## src/rtl/wb_stage.sv

```systemverilog
// Writeback stage: one-cycle narrow register writes, and 128-bit wide results
// split into four consecutive 32-bit register writes.
module wb_stage (
    input  logic         Clock,
    input  logic         Reset,
    input  logic         InValid,
    output logic         InReady,
    input  logic         RegWrite,
    input  logic         MemToReg,
    input  logic         Wide,
    input  logic [31:0]  ReadData,
    input  logic [31:0]  ALUResult,
    input  logic [127:0] WD3_128,
    input  logic [4:0]   WriteReg,
    output logic         RF_WE,
    output logic [4:0]   RF_WA,
    output logic [31:0]  RF_WD,
    output logic         Stall,
    output logic [1:0]   Beat
);

    typedef enum logic {IDLE = 1'b0, BURST = 1'b1} state_t;

    state_t         state_q, state_d;
    logic [1:0]     beat_q, beat_d;
    logic [127:0]   wide_q, wide_d;
    logic [4:0]     base_q, base_d;
    logic           rf_we_q, rf_we_d;
    logic [4:0]     rf_wa_q, rf_wa_d;
    logic [31:0]    rf_wd_q, rf_wd_d;
    logic [1:0]     next_beat;
    logic           accept;

    // Handshake: a result transfers on a rising edge where InValid && InReady.
    // InReady depends on state only; upstream must hold its result while it is low.
    assign InReady = (state_q == IDLE) || (beat_q == 2'd3);
    assign Stall   = ~InReady;
    assign accept  = InValid && InReady;

    always_comb begin
        state_d   = IDLE;
        beat_d    = 2'd0;
        wide_d    = wide_q;
        base_d    = base_q;
        rf_we_d   = 1'b0;
        rf_wa_d   = rf_wa_q;
        rf_wd_d   = rf_wd_q;
        next_beat = beat_q + 2'd1;
        if (accept) begin
            if (Wide && RegWrite) begin
                state_d = BURST;
                wide_d  = WD3_128;
                base_d  = WriteReg;
                rf_wa_d = WriteReg;
                rf_wd_d = WD3_128[31:0];
                rf_we_d = (WriteReg != 5'd0);
            end else begin
                rf_wa_d = WriteReg;
                rf_wd_d = MemToReg ? ReadData : ALUResult;
                rf_we_d = RegWrite && (WriteReg != 5'd0);
            end
        end else if (state_q == BURST && beat_q != 2'd3) begin
            // The 5-bit add wraps the register number modulo 32.
            state_d = BURST;
            beat_d  = next_beat;
            rf_wa_d = base_q + {3'd0, next_beat};
            rf_wd_d = wide_q[{next_beat, 5'd0} +: 32];
            rf_we_d = (rf_wa_d != 5'd0);
        end
    end

    always_ff @(posedge Clock) begin
        if (Reset) begin
            state_q <= IDLE;
            beat_q  <= 2'd0;
            wide_q  <= 128'd0;
            base_q  <= 5'd0;
            rf_we_q <= 1'b0;
            rf_wa_q <= 5'd0;
            rf_wd_q <= 32'd0;
        end else begin
            state_q <= state_d;
            beat_q  <= beat_d;
            wide_q  <= wide_d;
            base_q  <= base_d;
            rf_we_q <= rf_we_d;
            rf_wa_q <= rf_wa_d;
            rf_wd_q <= rf_wd_d;
        end
    end

    assign RF_WE = rf_we_q;
    assign RF_WA = rf_wa_q;
    assign RF_WD = rf_wd_q;
    assign Beat  = beat_q;

endmodule

```

## config.mk

```make
export PLATFORM = sky130hd
export DESIGN_NAME = wb_stage
export DESIGN_NICKNAME = d
export VERILOG_FILES = /design/src/rtl/wb_stage.sv
export SDC_FILE = /design/constraint.sdc
export NUM_CORES = 1
export LEC_CHECK = 0
export BUFFER_PORTS_ARGS = -buffer_cell sky130_fd_sc_hd__buf_4
export CORE_MARGIN = 2
export CORE_UTILIZATION = 55
export DETAILED_ROUTE_END_ITERATION = 10
export GPL_ROUTABILITY_DRIVEN = 0
export PLACE_DENSITY = 0.85
export RECOVER_POWER = 25
export SLEW_MARGIN = 40
export SYNTH_ARGS = -nofsm -noshare
export SYNTH_HDL_FRONTEND = slang
export SYNTH_SLANG_ARGS = --single-unit
```

## constraint.sdc

```tcl
create_clock -name Clock -period 3.61 [get_ports Clock]
set_clock_uncertainty 0.15 [all_clocks]
set_input_delay 0.5415 -clock Clock [delete_from_list [all_inputs] [get_ports Clock]]
set_output_delay 0.5415 -clock Clock [all_outputs]
set_load 0.02 [all_outputs]
```

==> After elaboration in Yosys (flattened, before gate mapping) <==
Cells that the tools add are included.
{ "totals": {"regBits": 174, "elab_cells": 37} }
{ "classes": {"reduce_logical": 10, "eq_ne": 2, "mux": 12, "n_addsub": 2, "shift": 1, "bitwise": 3} }
{ "ops": {"columns": ["op", "n"], "rows": [
  ["$mux W32", 4],
  ["$shiftx A128 B8 Y32", 1],
  ["$mux W5", 2],
  ["$reduce_bool A5 Y1", 2],
  ["$mux W1", 6],
  ["$add A5 B2 Y5", 1],
  ["$logic_and A1 B1 Y1", 4],
  ["$not A1 Y1", 3],
  ["$reduce_or A3 Y1", 1],
  ["$add A2 B1 Y2 const B", 1],
  ["$eq A2 B2 Y1 const B", 1],
  ["$ne A2 B2 Y1 const B", 1],
  ["$reduce_and A2 Y1", 1],
  ["$reduce_bool A2 Y1", 1],
  ["$logic_or A1 B1 Y1", 1]
]} }

==> Logic depth before layout (Yosys ltp) <==
{ "depth": {"word_depth": 5, "mapped_depth": 10, "ltp_nobuf": 7} }

==> Least setup slack after synthesis <==
No wires, ideal clock.
{ "synth_path": {"path_kind": "register -> register", "start": "register beat_q[0] (netlist: Beat[0])", "end": "register rf_we_q (netlist: RF_WE)", "slack_ps": 1252, "path_stages_with_launch": 10, "n_path_buf": 2, "setup_ps": 114, "required_ps": 3346, "arrival_ps": 2094, "path_cell_list": "dfxtp_1 > buf_2 > buf_4 > inv_1 > ha_1 > fa_1 > nor2_1 > a21o_1 > o2111ai_1 > a21o_1"} }
{ "synth_between": {"elab_chain_len": 5, "word_cells_on_any_way": 10, "classes_between": "add/sub (2); eq/ne (2); mux (2); reduce/logical (4)"} }
{ "synth_lines": {"columns": ["item", "line", "rtl"], "rows": [
  ["start: declaration", "25", "logic [1:0] beat_q, beat_d;"],
  ["start signal: assignment", "83", "beat_q <= beat_d;"],
  ["$add A2 B1 Y2", "48", "next_beat = beat_q + 2'd1;"],
  ["named net next_beat[0]", "31", "logic [1:0] next_beat;"],
  ["$add A5 B2 Y5", "66", "rf_wa_d = base_q + {3'd0, next_beat};"],
  ["$reduce_bool A5 Y1", "68", "rf_we_d = (rf_wa_d != 5'd0);"],
  ["$mux W1", "62", "end else if (state_q == BURST && beat_q != 2'd3) begin"],
  ["$mux W1", "49", "if (accept) begin"],
  ["end signal: assignment", "86", "rf_we_q <= rf_we_d;"],
  ["end: declaration", "28", "logic rf_we_q, rf_we_d;"]
]} }
The timed path passes the listed nets, and every way through them passes these cells.
A chain may end at the register's enable or synchronous reset.

==> Worst setup path after layout <==
{ "layout_path": {"start": "register beat_q[0] (netlist: Beat[0])", "end": "register wide_q[125]"} }
{ "layout_between": {"elab_chain_len": 4} }
{ "layout_lines": {"columns": ["item", "line", "rtl"], "rows": [
  ["$eq A2 B2 Y1", "36", "assign InReady = (state_q == IDLE) || (beat_q == 2'd3);"],
  ["$logic_or A1 B1 Y1", "36", null],
  ["$logic_and A1 B1 Y1", "38", "assign accept = InValid && InReady;"],
  ["$reduce_and A2 Y1 (no source line)", null, null],
  ["end signal: assignment", "84", "wide_q <= wide_d;"],
  ["end: declaration", "26", "logic [127:0] wide_q, wide_d;"]
]} }
Every way passes these cells.

==> flow_summary.ini <==
[synthesis]
synthCells = 894
synth_top_area_share_pct = 45.0
yosys.area.top_type = dfxtp_1
synth_flop_cell = dfxtp_1
synth_edf_count = 0
syn-mean-instance-area_sq_um = 8.66
ys_ff_latch = 174
synth_cell_type_count = 35
synth_warnings = 0
yosysMostFrequentCell = nand2_1
yosysSeqAreaShare_pct = 45.0
syn_nets = 1101
synth_commonest_cells = 271 x nand2_1, 174 x dfxtp_1, 133 x a21oi_1, 43 x clkbuf_1, 39 x nor2_1
async_reset_ff_share_pct = 0
synth_area_leaders = dfxtp_1 45%, nand2_1 13%, mux4_2 9.3%
netlist_area_sq_mm = 0.00774

[die]
core_area_sq_mm = 0.0138
die-area_sq_mm = 0.0150
ios = 245
die_y_um = 123
row_count = 43
initial_core_util_pct = 56.0
fp.dieW_um = 123

[cts]
clock_latency_ns = 0.42
cts_root_buf = clkbuf_16
cts-hold-fix-buffers = 0
tritoncts = built
cts_num_sinks = 174
clock_path_buffers = 2
ctsResizeCount = 0
cts_setup_buffers = 0
cts_made_buffers = 17
ctsHtreeMaxLevel = 4
clk_pin_slew_ns = 0.06

[critical_path]
critPathCaptureType = flop
crit_type = flop to flop
critPathMaxFanout = 49
cp.required_ns = 3.74
worstSetupStartpointType = flop
worst_ep_arrival_time_ns = 2.89

[run_status]
status = complete, no violations

[timing]
slew_headroom_pct = 35.3
post-route-period-util_pct = 76.5
finalSetupViolCount = 0
period_minus_slack_ns = 2.76
rsz0062_at_grt = false
worst_pin_slew_ns = 0.971
final_max_slew_viol_count = 0
fin_tns_setup_ns = 0
fin_ws_ns = 0.849
finalHoldViolations = 0
fmax_mhz = 362

[routing]
via_per_inst = 5.75
drt-initial-drc-count = 671
wl_per_cell_um = 17.6
wirelength_um = 22500
first_pass_iters = 5
drc = 0
vias = 7377
postRouteAntennaNets = 0

[power_and_ir_drop]
power_mw = 4.46
irDropWorstVdd_mv = 0.299
leakagePower_nw = 4.10
p_per_area_mw_per_mm2 = 445

[grt]
grt_pass1_wl_um = 34400
grt_max_degree = 110
grt_remaining_overflow = 0
grt_pass1_vias = 6929
track_usage_pct = 29.6
antenna_found_initial = 0

[layout]
drive_gt1_share_pct = 26.0
fin_cells = 1284
syn2layout_area_growth_pct = 29.3
fin_nets = 1300
antenna_cells = 0

[placed_design]
pre_cts_slack_ns = 1.03
hpwlAfterDp_um = 15000
dp_cells = 1254
port_buffers = 244

[run]
maxCapViolCount = 0

[worst_hold_path]
hold_class = input pin to flop
==> final timing paths <==
kind / from / end / slack [ns] / cells past startpoint
worst max register to register: Beat[0] / wide_q[125] / 0.85 / 9
worst min-delay path: WD3_128[92] / wide_q[92] / 0.22 / 3
worst max-delay path: Beat[0] / wide_q[125] / 0.85 / 9
worst min register to register: wide_q[78] / wide_q[78] / 0.30 / 2
==> per-layer routing <==
metal  vias up  share of wire (%)  global-route usage (%)
met1      3473                 38                    35.8
met2       360                 50                    50.8
met5         -                  0                       0
met4         0                3.0                    12.4
met3        50                8.5                    6.69
li1       3494                  -                       -
==> flip-flops by register name, summed over array words and instances, names as in the netlist <==
name,flops
RF_WD,32
state_q,1
RF_WA,5
Beat,2
wide_q,128
base_q,5
RF_WE,1
==> cell families (layout without fill, tap and decap cells) <==
| group | Yosys count | in the layout | synth area share, % |
|---|---|---|---|
| AO/OA/AOI/OAI | 211 | 211 | 16.7 |
| XOR/XNOR | 1 | 1 | 0.113 |
| adder cells (fa/ha/maj) | 4 | 4 | 0.743 |
| buffers and inverters | 81 | 291 | 5.24 |
| flip-flops | 174 | 174 | 45.0 |
| multiplexers | 67 | 67 | 13.8 |
| AND/OR/NAND/NOR | 356 | 356 | 18.3 |
==> through the flow <==
step | area (sq um) | util, % | hold WS (ns)
final | 10000 | 72.4 | 0.217
after global placement | 9550 | 69.1 | 0.289
after global routing | 10000 | 72.4 | 0.208
after detailed placement | 9590 | 69.4 | 0.294
after floorplan | 7740 | - | 0.283
after CTS | 10200 | 73.5 | 0.208
==> power breakdown <==
group | internal (mW) | leakage [nW] | total (mW) | switching, mW
combinational | 0.312 | 2.40 | 0.664 | 0.353
clock | 1.02 | 0.280 | 1.73 | 0.711
sequential | 2.01 | 1.42 | 2.06 | 0.0493
total | 3.34 | 4.10 | 4.46 | 1.11
==> critical path: stages, from the launching register on <==
cell	delay [ns]
dfxtp_1	0.34
ha_1	0.15
nand2b_2	0.12
clkinvlp_2	0.27
or3_1	0.64
buf_12	0.27
buf_12	0.20
buf_4	0.26
nand2_1	0.11
a21oi_1	0.06
==> area by class of cell <==
type	count	area [sq um]
inverter	3	12.5
clock inverter	4	26.3
fill	1112	3820
tap	180	225
timing repair buffer	258	1840
sequential	174	3480
multi-input combinational	639	3880
clock buffer	26	539
==> placed cells by master, fill, tap and decap left out, types with 2 or more instances in the layout <==
| master | synthesis | final |
|---|---|---|
| buf_4 | 5 | 214 |
| mux2i_1 | 35 | 35 |
| a22oi_1 | 32 | 32 |
| clkbuf_8 | 0 | 8 |
| nor2_1 | 39 | 39 |
| inv_1 | 2 | 2 |
| nand3_1 | 3 | 2 |
| nor2b_1 | 3 | 3 |
| buf_12 | 0 | 4 |
| mux4_2 | 32 | 32 |
| nand2_1 | 271 | 271 |
| clkinv_2 | 0 | 2 |
| a21o_1 | 3 | 3 |
| clkbuf_1 | 43 | 40 |
| a2bb2oi_1 | 32 | 32 |
| dfxtp_1 | 174 | 174 |
| a211oi_1 | 6 | 6 |
| a21oi_1 | 133 | 133 |
| nor3_1 | 33 | 33 |
| ha_1 | 3 | 3 |
| clkbuf_16 | 0 | 17 |
Note: power is estimated with default switching activity, not from simulation.
